<file path="config.mk">
export PLATFORM = sky130hd
export DESIGN_NAME = enemy_patrol
export DESIGN_NICKNAME = d
export VERILOG_FILES = /design/src/rtl/enemy_pkg.sv /design/src/rtl/enemy_step_calc.sv /design/src/rtl/enemy_patrol.sv
export SDC_FILE = /design/constraint.sdc
export NUM_CORES = 1
export LEC_CHECK = 0
export BUFFER_PORTS_ARGS = -buffer_cell sky130_fd_sc_hd__buf_2
export CORE_MARGIN = 2
export CORE_UTILIZATION = 43
export DETAILED_ROUTE_END_ITERATION = 10
export GPL_ROUTABILITY_DRIVEN = 0
export PLACE_DENSITY = 0.59
export SLEW_MARGIN = 10
export SYNTH_ARGS = -nofsm -noshare
export SYNTH_HDL_FRONTEND = slang
export SYNTH_SLANG_ARGS = --single-unit
</file>
<file path="constraint.sdc">
create_clock -name clk -period 12.9 [get_ports clk]
set_input_delay 1.29 -clock clk [delete_from_list [all_inputs] [get_ports clk]]
set_output_delay 1.29 -clock clk [all_outputs]
set_load 0.03 [all_outputs]
</file>
<file path="src/rtl/enemy_pkg.sv">
// Shared encodings for the enemy movement unit.
//   mode_e  : movement mode selected by the game logic
//   face_e  : sprite facing direction reported to the renderer
//   state_e : life-cycle state of one enemy
package enemy_pkg;

  typedef enum logic [1:0] {
    MODE_HOLD     = 2'b00,
    MODE_PATROL_H = 2'b01,
    MODE_PATROL_V = 2'b10,
    MODE_CHASE    = 2'b11
  } mode_e;

  typedef enum logic [1:0] {
    FACE_UP    = 2'b00,
    FACE_DOWN  = 2'b01,
    FACE_LEFT  = 2'b10,
    FACE_RIGHT = 2'b11
  } face_e;

  typedef enum logic [1:0] {
    ST_ALIVE = 2'b00,
    ST_DYING = 2'b01,
    ST_DEAD  = 2'b10
  } state_e;

endpackage

</file>
<file path="src/rtl/enemy_step_calc.sv">
// Combinational move calculator: given the current position, player position,
// patrol direction flags and mode, produces the position, facing and direction
// flags that a move event would load. Holds no state.
//   mode_i              movement mode
//   hpos_i / vpos_i     current enemy position
//   player_h_i/_v_i     player position (chase target)
//   dir_h_i / dir_v_i   patrol directions (1 = right / down)
//   facing_i            current facing, kept when nothing moves
//   hpos_o / vpos_o     position after the move
//   facing_o            facing after the move
//   dir_h_o / dir_v_o   patrol directions after the move
module enemy_step_calc
  import enemy_pkg::*;
#(
  parameter int POS_W = 10,
  parameter int STEP  = 5,
  parameter int H_MIN = 8,
  parameter int H_MAX = 623,
  parameter int V_MIN = 8,
  parameter int V_MAX = 463
) (
  input  mode_e              mode_i,
  input  logic [POS_W-1:0]   hpos_i,
  input  logic [POS_W-1:0]   vpos_i,
  input  logic [POS_W-1:0]   player_h_i,
  input  logic [POS_W-1:0]   player_v_i,
  input  logic               dir_h_i,
  input  logic               dir_v_i,
  input  face_e              facing_i,
  output logic [POS_W-1:0]   hpos_o,
  output logic [POS_W-1:0]   vpos_o,
  output face_e              facing_o,
  output logic               dir_h_o,
  output logic               dir_v_o
);

  // One extra bit of headroom so sums and differences never wrap.
  localparam int AW = POS_W + 1;
  localparam logic [AW-1:0] STEP_W  = AW'(STEP);
  localparam logic [AW-1:0] H_MIN_W = AW'(H_MIN);
  localparam logic [AW-1:0] H_MAX_W = AW'(H_MAX);
  localparam logic [AW-1:0] V_MIN_W = AW'(V_MIN);
  localparam logic [AW-1:0] V_MAX_W = AW'(V_MAX);

  // Bound a widened coordinate to one axis of the play field.
  function automatic logic [POS_W-1:0] clamp(input logic [AW-1:0] x,
                                              input logic [AW-1:0] lo,
                                              input logic [AW-1:0] hi);
    logic [AW-1:0] r;
    if (x < lo) begin
      r = lo;
    end else if (x > hi) begin
      r = hi;
    end else begin
      r = x;
    end
    return r[POS_W-1:0];
  endfunction

  logic [AW-1:0] h_w, v_w, ph_w, pv_w;
  logic [AW-1:0] dx_w, dy_w, adx_w, ady_w, sh_w, sv_w;
  logic [AW-1:0] res_h_w, res_v_w;

  // Next position/facing/direction for the selected mode.
  always_comb begin
    h_w      = {1'b0, hpos_i};
    v_w      = {1'b0, vpos_i};
    ph_w     = {1'b0, player_h_i};
    pv_w     = {1'b0, player_v_i};
    // Two's-complement differences; MSB set means the player is left/above.
    dx_w     = ph_w - h_w;
    dy_w     = pv_w - v_w;
    adx_w    = dx_w[AW-1] ? (-dx_w) : dx_w;
    ady_w    = dy_w[AW-1] ? (-dy_w) : dy_w;
    sh_w     = (adx_w < STEP_W) ? adx_w : STEP_W;
    sv_w     = (ady_w < STEP_W) ? ady_w : STEP_W;
    res_h_w  = h_w;
    res_v_w  = v_w;
    facing_o = facing_i;
    dir_h_o  = dir_h_i;
    dir_v_o  = dir_v_i;
    case (mode_i)
      MODE_PATROL_H: begin
        if (dir_h_i) begin
          if (h_w + STEP_W >= H_MAX_W) begin
            res_h_w = H_MAX_W;
            dir_h_o = 1'b0;
          end else begin
            res_h_w = h_w + STEP_W;
          end
        end else begin
          if (h_w < H_MIN_W + STEP_W) begin
            res_h_w = H_MIN_W;
            dir_h_o = 1'b1;
          end else begin
            res_h_w = h_w - STEP_W;
          end
        end
        // Facing tracks the direction the enemy will travel next.
        facing_o = dir_h_o ? FACE_RIGHT : FACE_LEFT;
      end
      MODE_PATROL_V: begin
        if (dir_v_i) begin
          if (v_w + STEP_W >= V_MAX_W) begin
            res_v_w = V_MAX_W;
            dir_v_o = 1'b0;
          end else begin
            res_v_w = v_w + STEP_W;
          end
        end else begin
          if (v_w < V_MIN_W + STEP_W) begin
            res_v_w = V_MIN_W;
            dir_v_o = 1'b1;
          end else begin
            res_v_w = v_w - STEP_W;
          end
        end
        facing_o = dir_v_o ? FACE_DOWN : FACE_UP;
      end
      MODE_CHASE: begin
        // Horizontal wins ties; the step shrinks to snap onto the target.
        if ((adx_w >= ady_w) && (adx_w != {AW{1'b0}})) begin
          res_h_w  = dx_w[AW-1] ? (h_w - sh_w) : (h_w + sh_w);
          facing_o = dx_w[AW-1] ? FACE_LEFT : FACE_RIGHT;
        end else if (ady_w != {AW{1'b0}}) begin
          res_v_w  = dy_w[AW-1] ? (v_w - sv_w) : (v_w + sv_w);
          facing_o = dy_w[AW-1] ? FACE_UP : FACE_DOWN;
        end else begin
          facing_o = facing_i;
        end
      end
      default: begin
        facing_o = facing_i;
      end
    endcase
    // Patrol results already lie inside the box when starting inside it;
    // chase results may not, so every result is bounded here.
    hpos_o = clamp(res_h_w, H_MIN_W, H_MAX_W);
    vpos_o = clamp(res_v_w, V_MIN_W, V_MAX_W);
  end

endmodule

</file>
<file path="src/rtl/enemy_patrol.sv">
// One enemy: position register, move-rate divider, life-cycle FSM
// (ALIVE -> DYING -> DEAD -> ALIVE) and registered sprite outputs.
//   clk, rst_n   clock, synchronous active-low reset
//   frame_tick   one-cycle pulse per video frame
//   enable       movement enable (0 freezes like HOLD)
//   mode         00 hold, 01 patrol H, 10 patrol V, 11 chase
//   player_pos   {player_h, player_v} chase target
//   hit, respawn one-cycle life-cycle requests
//   position     {hpos, vpos}
//   facing       00 up, 01 down, 10 left, 11 right
//   moving       1 for the cycle after a position change
//   alive        1 while in ALIVE
module enemy_patrol
  import enemy_pkg::*;
#(
  parameter int POS_W        = 10,
  parameter int INIT_H       = 263,
  parameter int INIT_V       = 170,
  parameter int STEP         = 5,
  parameter int H_MIN        = 8,
  parameter int H_MAX        = 623,
  parameter int V_MIN        = 8,
  parameter int V_MAX        = 463,
  parameter int MOVE_DIV     = 2,
  parameter int DEATH_FRAMES = 30
) (
  input  logic               clk,
  input  logic               rst_n,
  input  logic               frame_tick,
  input  logic               enable,
  input  logic [1:0]         mode,
  input  logic [2*POS_W-1:0] player_pos,
  input  logic               hit,
  input  logic               respawn,
  output logic [2*POS_W-1:0] position,
  output logic [1:0]         facing,
  output logic               moving,
  output logic               alive
);

  localparam int CNT_W = (MOVE_DIV > 1) ? $clog2(MOVE_DIV) : 1;
  localparam int DTH_W = $clog2(DEATH_FRAMES + 1);
  localparam logic [CNT_W-1:0] LAST_CNT = CNT_W'(MOVE_DIV - 1);
  localparam logic [POS_W-1:0] INIT_H_P = POS_W'(INIT_H);
  localparam logic [POS_W-1:0] INIT_V_P = POS_W'(INIT_V);

  state_e           state_q, state_d;
  logic [POS_W-1:0] hpos_q, hpos_d, vpos_q, vpos_d;
  face_e            face_q, face_d;
  logic             moving_q, moving_d, alive_q, alive_d;
  logic             dir_h_q, dir_h_d, dir_v_q, dir_v_d;
  logic [CNT_W-1:0] cnt_q, cnt_d;
  logic [DTH_W-1:0] death_q, death_d;

  logic             cnt_run, move_evt;
  logic [POS_W-1:0] calc_h, calc_v;
  face_e            calc_face;
  logic             calc_dir_h, calc_dir_v;

  enemy_step_calc #(
    .POS_W (POS_W), .STEP (STEP),
    .H_MIN (H_MIN), .H_MAX (H_MAX),
    .V_MIN (V_MIN), .V_MAX (V_MAX)
  ) u_step (
    .mode_i     (mode_e'(mode)),
    .hpos_i     (hpos_q),
    .vpos_i     (vpos_q),
    .player_h_i (player_pos[2*POS_W-1:POS_W]),
    .player_v_i (player_pos[POS_W-1:0]),
    .dir_h_i    (dir_h_q),
    .dir_v_i    (dir_v_q),
    .facing_i   (face_q),
    .hpos_o     (calc_h),
    .vpos_o     (calc_v),
    .facing_o   (calc_face),
    .dir_h_o    (calc_dir_h),
    .dir_v_o    (calc_dir_v)
  );

  // Next-state logic: move divider, life-cycle FSM and position update.
  always_comb begin
    state_d = state_q;
    hpos_d  = hpos_q;
    vpos_d  = vpos_q;
    face_d  = face_q;
    dir_h_d = dir_h_q;
    dir_v_d = dir_v_q;
    death_d = death_q;

    cnt_run  = (state_q == ST_ALIVE) && enable && (mode_e'(mode) != MODE_HOLD);
    move_evt = cnt_run && frame_tick && (cnt_q == LAST_CNT);
    if (!cnt_run) begin
      cnt_d = {CNT_W{1'b0}};
    end else if (frame_tick) begin
      cnt_d = move_evt ? {CNT_W{1'b0}} : (cnt_q + CNT_W'(1));
    end else begin
      cnt_d = cnt_q;
    end

    case (state_q)
      ST_ALIVE: begin
        // A hit on a move-event cycle suppresses the move.
        if (hit) begin
          state_d = ST_DYING;
          death_d = DTH_W'(DEATH_FRAMES);
        end else if (move_evt) begin
          hpos_d  = calc_h;
          vpos_d  = calc_v;
          face_d  = calc_face;
          dir_h_d = calc_dir_h;
          dir_v_d = calc_dir_v;
        end else begin
          state_d = ST_ALIVE;
        end
      end
      ST_DYING: begin
        if (frame_tick) begin
          death_d = death_q - DTH_W'(1);
          if (death_q == DTH_W'(1)) begin
            state_d = ST_DEAD;
          end else begin
            state_d = ST_DYING;
          end
        end else begin
          state_d = ST_DYING;
        end
      end
      ST_DEAD: begin
        if (respawn) begin
          state_d = ST_ALIVE;
          hpos_d  = INIT_H_P;
          vpos_d  = INIT_V_P;
          face_d  = FACE_DOWN;
          dir_h_d = 1'b1;
          dir_v_d = 1'b1;
        end else begin
          state_d = ST_DEAD;
        end
      end
      default: begin
        state_d = ST_ALIVE;
      end
    endcase

    moving_d = ({hpos_d, vpos_d} != {hpos_q, vpos_q});
    alive_d  = (state_d == ST_ALIVE);
  end

  // State and output registers with synchronous active-low reset.
  always_ff @(posedge clk) begin
    if (!rst_n) begin
      state_q  <= ST_ALIVE;
      hpos_q   <= INIT_H_P;
      vpos_q   <= INIT_V_P;
      face_q   <= FACE_DOWN;
      moving_q <= 1'b0;
      alive_q  <= 1'b1;
      dir_h_q  <= 1'b1;
      dir_v_q  <= 1'b1;
      cnt_q    <= {CNT_W{1'b0}};
      death_q  <= {DTH_W{1'b0}};
    end else begin
      state_q  <= state_d;
      hpos_q   <= hpos_d;
      vpos_q   <= vpos_d;
      face_q   <= face_d;
      moving_q <= moving_d;
      alive_q  <= alive_d;
      dir_h_q  <= dir_h_d;
      dir_v_q  <= dir_v_d;
      cnt_q    <= cnt_d;
      death_q  <= death_d;
    end
  end

  assign position = {hpos_q, vpos_q};
  assign facing   = face_q;
  assign moving   = moving_q;
  assign alive    = alive_q;

endmodule

</file>
### Yosys cells after proc, flatten, opt, wreduce, memory -nomap -nowiden

Cells that the tools add are included.

* multiplexer cells: 67
* reduce and logical (&&, ||, !) cells: 17
* equal/unequal tests: 16
* order comparisons: 11
* add/subtract/negate cells: 14

Operator list (number)
* $mux 11: 15
* $mux 10: 10
* $pmux 11 s2: 2
* $pmux 10 s2: 2
* $add 10x11->11: 2
* $add 10x3->11 const B: 2
* $lt 11x3->1 const B: 2
* $lt 11x4->1 const B: 2
* $neg 11->11: 2
* $reduce_bool 11->1: 2
* $sub 10x10->11: 2
* $sub 10x11->11: 2
* $sub 10x3->11 const B: 2
* $lt 10x4->1 const B: 2
* $mux 1: 20
* $mux 2: 10
* $ne 20x20->1: 1
* $pmux 2 s3: 2
* $ge 11x10->1 const B: 1
* $ge 11x11->1: 1
* $ge 11x9->1 const B: 1
* $gt 11x10->1 const B: 1
* $gt 11x9->1 const B: 1
* $mux 5: 2
* other kinds (19): 36

* bits of input ports: 28
* register bits after elaboration: 34
* output and inout bits: 24

### Longest topological paths before layout

Gate-level depths: netlist (run 1).

* depth after elaboration: 17
* depth in mapped cells: 36
* gate-level depth less buffers: 34

### Cells and area by module

Synthesis (run 1) repeated with hierarchy kept, for this count alone.

* cells, all modules: 1006
* area total of the unflattened synthesis: 7123.1 um^2

By module, submodules not included
* enemy_step_calc: area each 5420.2 um^2, times used 1, cells an instance 808
* enemy_patrol: area each 1702.9 um^2, times used 1, cells an instance 198

### Worst setup path before layout (run 1)

Ideal clock, no wire load.

* path type: in2reg
* from: in player_pos[10]
* to: reg moving_q, in the netlist moving
* setup slack: 5027 ps
* path buffers: 0
* stages on the path: 32
* data required time: 12762 ps
* arrival: 7735 ps
* cells stage by stage: inv_1 ha_1 inv_1 fa_1 a211oi_2 nor2_2 xor2_2 nor4_1 a2111oi_1 nor3_1 nor4_1 o211ai_1 inv_1 ha_1 nand2_1 o21ai_0 fa_1 nor2b_1 o21ai_0 a21boi_0 o21ai_0 a21oi_1 a21o_1 a21oi_1 or3_1 a211oi_1 nor2_1 nand3_1 o311ai_0 or4_1 nor3_1 a41oi_1

* longest elaborated chain between the ends: 16

Ends and longest elaborated chain
* start: declaration: line enemy_patrol.sv:32 `input logic [2*POS_W-1:0] player_pos,`
* $sub 10x10->11 *: line enemy_step_calc.sv:71 `dx_w = ph_w - h_w;`
* $neg 11->11: line enemy_step_calc.sv:73 `adx_w = dx_w[AW-1] ? (-dx_w) : dx_w;`
* $mux 11: line enemy_step_calc.sv:73
* $lt 11x3->1: line enemy_step_calc.sv:75 `sh_w = (adx_w < STEP_W) ? adx_w : STEP_W;`
* $mux 11: line enemy_step_calc.sv:75
* $add 10x11->11 or $sub 10x11->11 (tied branches): line enemy_step_calc.sv:123 `res_h_w = dx_w[AW-1] ? (h_w - sh_w) : (h_w + sh_w);`
* $mux 11: line enemy_step_calc.sv:123
* $mux 11: line enemy_step_calc.sv:122 `if ((adx_w >= ady_w) && (adx_w != {AW{1'b0}})) begin`
* $pmux 11 s2: line enemy_step_calc.sv:82 `case (mode_i)`
* $gt 11x10->1: line enemy_step_calc.sv:52 `end else if (x > hi) begin`
* $mux 10: line enemy_step_calc.sv:52
* $mux 10: line enemy_step_calc.sv:50 `if (x < lo) begin`
* $mux 10: line enemy_patrol.sv:106 `end else if (move_evt) begin`
* $mux 10: line enemy_patrol.sv:103 `if (hit) begin`
* $pmux 10 s2: line enemy_patrol.sv:100 `case (state_q)`
* $ne 20x20->1 *: line enemy_patrol.sv:145 `moving_d = ({hpos_d, vpos_d} != {hpos_q, vpos_q});`
* end signal: assignment: line enemy_patrol.sv:167 `moving_q <= moving_d;`
* end: declaration: line enemy_patrol.sv:50 `logic moving_q, moving_d, alive_q, alive_d;`

Mark *: on every way between the ends. The rest lies on a longest branch, timed or not.
A chain may end at the register's enable or synchronous reset.

### Worst setup path after layout (run 1)

Ends and elaborated chain as after synthesis.

==> impl_summary.md, run 1 <==
Run status
The run finished with clean final reports.

Floorplanning
The die span in y is 133 um. Pin placement for this block handled 52 I/O pins. Row generation in the floorplan step produced 47 rows. The die extent in x is 133 um. The effective utilization at floorplan is 43.5%. The die covers 17600 um2. The area of the core is 16300 um2.

Synthesis
Of the total synthesized cell area, the portion taken by full adders, half adders and majority gates is 12.0%. The number of synthesized flops with an enable pin is 0. The most used flip-flop cell after synthesis is dfxtp_1.

The area fraction in compound gates after synthesis is 34.9%. The number of distinct library cell variants in the gate-level netlist after synthesis is 86. The net count after synthesis is 1120. The synthesized cell area is 7110 um2. Measured against the total synthesized area, the mux share comes to 2.48%. Averaged over all synthesized cells, the footprint is 6.93 um2. The number of flip-flops and latches in the synthesized netlist is 34. The sequential area share after synthesis is 9.57%. The Yosys step of the flow raised 0 warnings. Of the total synthesized cell area, the portion taken by AND, OR, NAND and NOR gates is 26.2%.

The fraction of registers with async set or reset after synthesis is 0%. Of the total synthesized cell area, the portion taken by XOR and XNOR cells is 8.23%. The largest family of logic cells by synthesized area is compound AO/OA/AOI/OAI gates. The cell count after synthesis came out at 1026.

Layout
The library cell used most frequently in the layout, excluding fill and tap cells, is nand2_1. The share of post-route cells with drive strength above 1 is 9.96%. In the final design database the tool counted 1137 nets. The number of fill cells is 1750. For this run, the share of the core covered by cells in the final layout is 46.9%. The area growth from synthesis to layout is 7.86%. Leaving out fill and tap cells, the most frequent cells in the layout are nand2_1, nor2_1, inv_1, o21ai_0, a21oi_1.

Clocking
The insertion delay of the later-clocked pin in the worst-skew pair is 0.28 ns. The clock tree synthesis step divided the H-tree into 2 levels. The clock root buffer master is clkbuf_16. The post-CTS setup buffer count is 0. The number of buffers on the longest clock path is 2. The count of instances resized after the clock tree is built is 0. The clock net in this run drives a total of 34 sinks. After clock tree synthesis, the clock-pin slew on the worst setup and hold paths is 0.06 ns. The count of hold-fix buffers inserted at cts is 0. The clock tree from TritonCTS is done.

TritonCTS created 5 clock buffers.

Global route
Entering global routing, the biggest net connects 27 pins. The number of global-route vias before repair is 7427. The initial antenna violation count is 1. The first-pass GRT wire length is 39000 um. Across every metal layer, demand over resource in global routing totals 26.8%. Summed over all layers, the global routing overflow is 0.

Drt
Dividing the detail-routed wire length by the instance count gives 19.2 um. The ratio of routed vias to standard cells is 6.36. For this run, design rule violations remaining after detail routing come to 0. The number of design-rule violations left by the first detailed-router iteration is 820. The number of iterations in the first detailed-routing pass is 5. The overall via count from detail_route is 8048. The antenna violation net count after detailed routing is 0. The detailed-route wire length is 24300 um.

Power
For this design the ratio of total power to cell area is 65.6 nW/um2. The worst-case IR drop observed on VDD is 0.0000477 V. The static power due to leakage is 0.00317 uW.

Worst setup path
Counting cells, the worst reg-to-reg path comes to 29. On the worst path, the slowest cell contributes a delay of 0.70 ns. The capture instance of the worst register-to-register path is moving. The startpoint identified for the worst register-to-register timing path is hpos_q[4]. The number of gates on the worst path with buffers counted is 32. The register-to-register setup slack is 4.29 ns. STA classifies the critical path startpoint as an input port. STA classifies the critical path endpoint as a flip-flop. The cell with the largest stage delay on the worst path is a211oi_1.

The number of buffers and inverters on the critical path is 4. The category of the critical setup timing path is input port to flip-flop. The data required time of the worst path is 13.03 ns. Along the worst path, the maximum fanout reaches 7. Broken down by cell family, the worst path's largest delay share belongs to compound AO/OA/AOI/OAI gates. Tracing the worst setup path back leads to its startpoint at player_pos[10]. STA puts the critical path data arrival time at 8.97 ns.

Timing
Setup violations remaining at the end of the flow were counted as 0. The fmax is 0.113 GHz. The remaining max-slew budget at the tightest pin is 21.2%. At the pin with the least slew margin, the transition time is 1.18 ns. The final period utilization is 68.5%.

The final-report max-slew violation count is 0. The clock period minus worst slack is 8.84 ns. For the final database, setup skew stands at 0.00589 ns. The setup total negative slack is 0 ns. Setup repair after global routing left no endpoint under its margin. The hold violation count in the final report is 0.

Placed design
The number of port buffers is 51. After legalization and detailed placement, the total HPWL measured 18500 um.

Worst hold path
The class of the tightest hold or removal check is flip-flop to flip-flop. The number of cells traversed by the worst hold path is 2. The end point of the most critical hold path is facing[0]. The worst hold path begins at facing[0].

Run
The total of max-cap violations is 0.
-- report_power, final --
group | internal [uW] | switching [uW] | total, uW
Sequential | 108 | 2.76 | 111
Combinational | 102 | 172 | 273
Clock | 76.5 | 43.3 | 120
-- flip-flops by register name, indices dropped and copies added (netlist names) --
| signal | cells |
|---|---|
| dir_v_q | 1 |
| alive | 1 |
| facing | 2 |
| moving | 1 |
| death_q | 5 |
| hpos_q | 10 |
| dir_h_q | 1 |
| cnt_q | 1 |
| vpos_q | 10 |
| state_q | 2 |
-- worst max path at each step --
| stage | endpoint | slack (ns) |
|---|---|---|
| 3_3_place_gp | moving | 3.93 |
| 5_1_grt | moving | 3.29 |
| 3_5_place_dp | moving | 3.88 |
| 4_1_cts | moving | 4.15 |
| 6_report | moving | 4.06 |
| 2_1_floorplan | moving | 5.03 |
-- metrics by stage --
step / cell area [um2] / worst slack, ns / power [uW] / std cells / hold slack, ns
CTS: 7670 / 4.15 / 500 / 1264 / 0.478
finish: 7670 / 4.06 / 504 / 1265 / 0.471
detailed placement: 7520 / 3.88 / 379 / 1256 / 0.462
floorplan: 7110 / 5.03 / 319 / 1026 / 0.501
global placement: 7520 / 3.93 / 379 / 1256 / 0.458
global route: 7670 / 3.29 / 540 / 1264 / 0.510
-- synth_stat cells (all sizes together), types with 11 or more instances --
library cell   n  area (um2)
nor2          90         340
o21a          12        90.1
clkbuf        45         169
xor2          14         130
or2           13        81.3
a211oi        20         160
and2          12        75.1
nand3         17        85.1
o21ai         71         355
a21oi         65         329
nor3          40         200
a22oi         12        95.1
xnor2         52         455
nand4         15        93.8
and3          17         106
nor4          12        81.3
nand2         96         360
mux2i         12         120
a31oi         22         138
dfxtp         34         681
inv           65         244
ha            62         776
a21o          14         105
o211ai        11        87.6
-- area by class of cell --
| type | count | area, um2 | share of cell area (%) |
|---|---|---|---|
| multi-input combinational | 871 | 5960 | 77.7 |
| sequential | 34 | 681 | 8.87 |
| timing repair buffer | 64 | 353 | 4.60 |
| tap | 220 | 275 | 3.59 |
| inverter | 67 | 251 | 3.28 |
| clock buffer | 7 | 143 | 1.86 |
| clock inverter | 1 | 5.00 | 0.0652 |
| antenna | 1 | 2.50 | 0.0326 |
-- worst reg2reg max path, delay by kind of cell (launching register included) --
family | cells | cell delay, ns
compound gates | 15 | 3.93
simple gates | 8 | 2.22
fa+ha+maj | 3 | 0.96
flops | 1 | 0.62
buf+inv | 2 | 0.49
xor+xnor | 1 | 0.25
-- cell families after synthesis --
logic type,Yosys count
simple gates,369
flops,34
compound gates,353
fa+ha+maj,66
xor+xnor,66
buf+inv,121
mux,17
-- metal layers --
metal,share of wire [%],track usage [%]
met5,0,0
met4,2.2,7.59
met3,7.6,4.14
met2,44,42.8
met1,46,37.4
Note: power is estimated with default switching activity, not from simulation.
==> run 2: changes to the inputs <==
==> constraint.sdc (replaced) <==
create_clock -name clk -period 8.9 [get_ports clk]
set_input_delay 0.89 -clock clk [delete_from_list [all_inputs] [get_ports clk]]
set_output_delay 0.89 -clock clk [all_outputs]
set_load 0.03 [all_outputs]
==> run 2 against run 1 <==
Power is 49% higher. Combinational power up 47%. Flip-flop and latch count stayed put. Final area up 1.7%. Clock-buffer cell count is 1 higher. Sequential power grew 44%. Non-clock buffer count is 13 higher. Sequential share of layout area fell by 0.15 points. Cell count increased by 0.95%. Wire length rose by 0.85%. Largest power group unchanged.
==> impl_summary.md, run 2 (synthesized netlist as in run 1, its figures left out) <==
Floorplanning
The effective utilization at floorplan is 43.5% (unchanged). The boundary pin count is 52 (unchanged). The area of the core is 16300 um2 (unchanged). The die extent in x is 133 um (unchanged). The die area was 17600 um2 (unchanged). The number of standard-cell rows in the floorplan is 47 (unchanged). The die span in y is 133 um (unchanged).

Placed design
The number of port buffers is 51 (unchanged). The number of cells in the design after placement was 1269 (+1.0%). The HPWL reported at the end of detailed placement was 18900 um (+2.2%).

Worst hold path
The worst hold path terminates at facing[0]. The number of cells traversed by the worst hold path came to 2 (unchanged). The path class of the tightest hold or removal check is flip-flop to flip-flop. The hold path startpoint is facing[0].

Clocking
The post-CTS setup buffer count was 0 (unchanged). The count of instances resized after the clock tree is built came to 0 (unchanged). The sink count of the clock tree came to 34 (unchanged). The count of hold-fix buffers inserted at cts is 0 (unchanged).

The clock tree from TritonCTS is done. The clock transition at the registers of the reported paths was 0.06 ns (about the same). The insertion delay of the later-clocked pin in the worst-skew pair was 0.28 ns (about the same). The number of CTS-inserted buffers is 5 (unchanged). CTS placed an instance of clkbuf_16 at the clock tree root. The number of levels the H-tree was split into is 2 (unchanged). The number of buffers on the longest clock path is 2 (unchanged).

Layout
The largest registers in the layout are hpos_q: 10 flops, vpos_q: 10 flops, death_q: 5 flops. The share of post-route cells with drive strength above 1 is 11.4% (+1.5 points). The library cells used most frequently in the layout, excluding fill and tap cells, are nand2_1, nor2_1, inv_1, o21ai_0, a21oi_1. The final design utilization is 47.7% (+0.81 points).

The number of fill cells came to 1723 (-1.5%). The most frequent standard cell in the layout excluding fill and tap cells is nand2_1. The number of nets in the final layout is 1150 (+1.1%). The number of standard cells in the final layout excluding fillers came to 1277 (+0.95%). The total inserted antenna cells is 0 (-1). Relative to the synthesized area, the layout overhead comes to 9.73%.

Power
The internal power contribution came to 432 uW (+51%). The portion of total power attributed to sequential cells was 21.3% (-0.7 points). The worst voltage drop across the vdd grid was 0.0000816 V (+71%). The part of the total power dissipated in the clock network is 25.6% (+1.8 points).

The power per standard cell area came to 96.4 nW/um2 (+47%). The switching power was 320 uW (+47%). The fraction of power spent switching nets is 42.6% (-0.65 points). The relative contribution of combinational cells to total power is 53.2% (-1.1 points).

The static power due to leakage is 0.00325 uW (+2.4%).

Drt
The residual DRC count is 0 (unchanged). The average detailed-routed wire length per instance is 19.2 um (-0.10%). The number of iterations in the first detailed-routing pass was 7 (+2). The number of design-rule violations left by the first detailed-router iteration was 997 (+22%). The total met2 wirelength after detailed routing is 10700 um (-0.95%). The ratio of routed vias to standard cells is 6.38 (+0.25%). The antenna violation net count after detailed routing is 0 (unchanged). The overall via count from detail_route is 8145 (+1.2%). The met3 wire length came to 1770 um (-4.6%). The highest metal layer carrying signal wires in the routed design is met4. The met1 wire length is 11200 um (+0.85%). The detailed-route wire length is 24500 um (+0.85%).

Worst setup path
The worst setup path is of the input port to flip-flop kind. The worst setup path is launched from an input port. The register-to-register setup slack is 0.80 ns (-3.49 ns). The critical path's top delay family is simple AND/OR/NAND/NOR gates. The critical path's largest stage delay is 0.69 ns (about the same). The kind of capture point of the worst setup path is a flip-flop.

The maximum fanout along the worst path was 9 (+2). The cell with the largest stage delay on the worst path is or4_1. The data required time of the worst path is 9.10 ns (-3.93 ns). The logic depth of the worst register-to-register path is 31 (+6.9%). The number of buffer and inverter instances along the worst setup path was 4 (unchanged). The worst register-to-register path ends at moving. The data arrival time of the worst path was 8.48 ns (-0.49 ns).

Counting stages on the worst path, the most repeated cell is nand2_1. The startpoint identified for the worst register-to-register timing path is vpos_q[1].

Run status
The flow ran to the end, and the final reports show no timing, DRC or antenna violations.

Global route
The pin count of the biggest net entering global routing is 27 (unchanged). The total global routing overflow is 0 (unchanged). The global-route total usage across every layer is 27.1% (+0.27 points). The first-pass GRT wire length is 39400 um (+1.1%). The initial antenna violation count is 0 (-1). The number of global-route vias before repair is 7411 (-0.22%).

Timing
For this run, the top clock speed supported by timing is 0.121 GHz. Setup repair after global routing left no endpoint under its margin. The clock tree skew after final layout is 0.00782 ns (+0.00193 ns). The hold violation count in the final report came to 0 (unchanged). The total of endpoints with negative setup slack in the final report is 0 (unchanged). The worst hold margin is 0.489 ns (+0.0186 ns).

The final-report max-slew violation count is 0 (unchanged). The transition time of the tightest slew-check pin is 1.11 ns (-0.0693 ns). The final period utilization is 93.0%.

The worst path in the final design needs a cycle of 8.27 ns, including I/O delays and setup. The setup total negative slack came to 0 ns (unchanged). The remaining max-slew budget at the tightest pin is 25.8% (+4.6 points).

Run
The total of max-cap violations is 0 (unchanged).
## run 2: power groups by stage
stage | combinational, uW | sequential, uW | clock, uW
3_3_place_gp | 388 | 163 | 0
2_1_floorplan | 299 | 164 | 0
3_5_place_dp | 387 | 163 | 0
4_1_cts | 390 | 160 | 192
5_1_grt | 441 | 160 | 200
6_report | 400 | 160 | 192
## run 2: through the flow
step                total power [uW]  setup slack [ns]  cell area (um2)
finish                           752             0.627             7810
CTS                              742             0.520             7790
global placement                 551             0.471             7620
floorplan                        463              1.43             7110
detailed placement               550             0.295             7620
global route                     802            0.0624             7810
## run 2: layout make-up
class	count	area (um2)	share of cell area, %
clock buffer	8	166	2.13
multi-input combinational	871	5980	76.6
inverter	67	251	3.22
sequential	34	681	8.72
timing repair buffer	77	450	5.77
tap	220	275	3.53
## run 2: worst max-delay path by stage
stage | startpoint | endpoint | slack (ns) | cells past startpoint
floorplan | player_pos[10] | moving | 1.43 | 32
global placement | player_pos[0] | moving | 0.47 | 33
detailed placement | player_pos[10] | moving | 0.30 | 33
CTS | player_pos[10] | moving | 0.52 | 33
global route | player_pos[10] | moving | 0.06 | 33
finish | player_pos[0] | moving | 0.63 | 33
## run 2: worst min-delay path, stage by stage, from the launching register on
cell,delay [ns]
dfxtp_1,0.33
mux2i_1,0.07
nand2_1,0.06
## run 2: per-layer routing
metal / vias up / global-route usage, %
met5: - / 0
met3: 62 / 2.61
met2: 420 / 41.8
met4: 0 / 9.98
li1: 3939 / -
met1: 3724 / 39.0
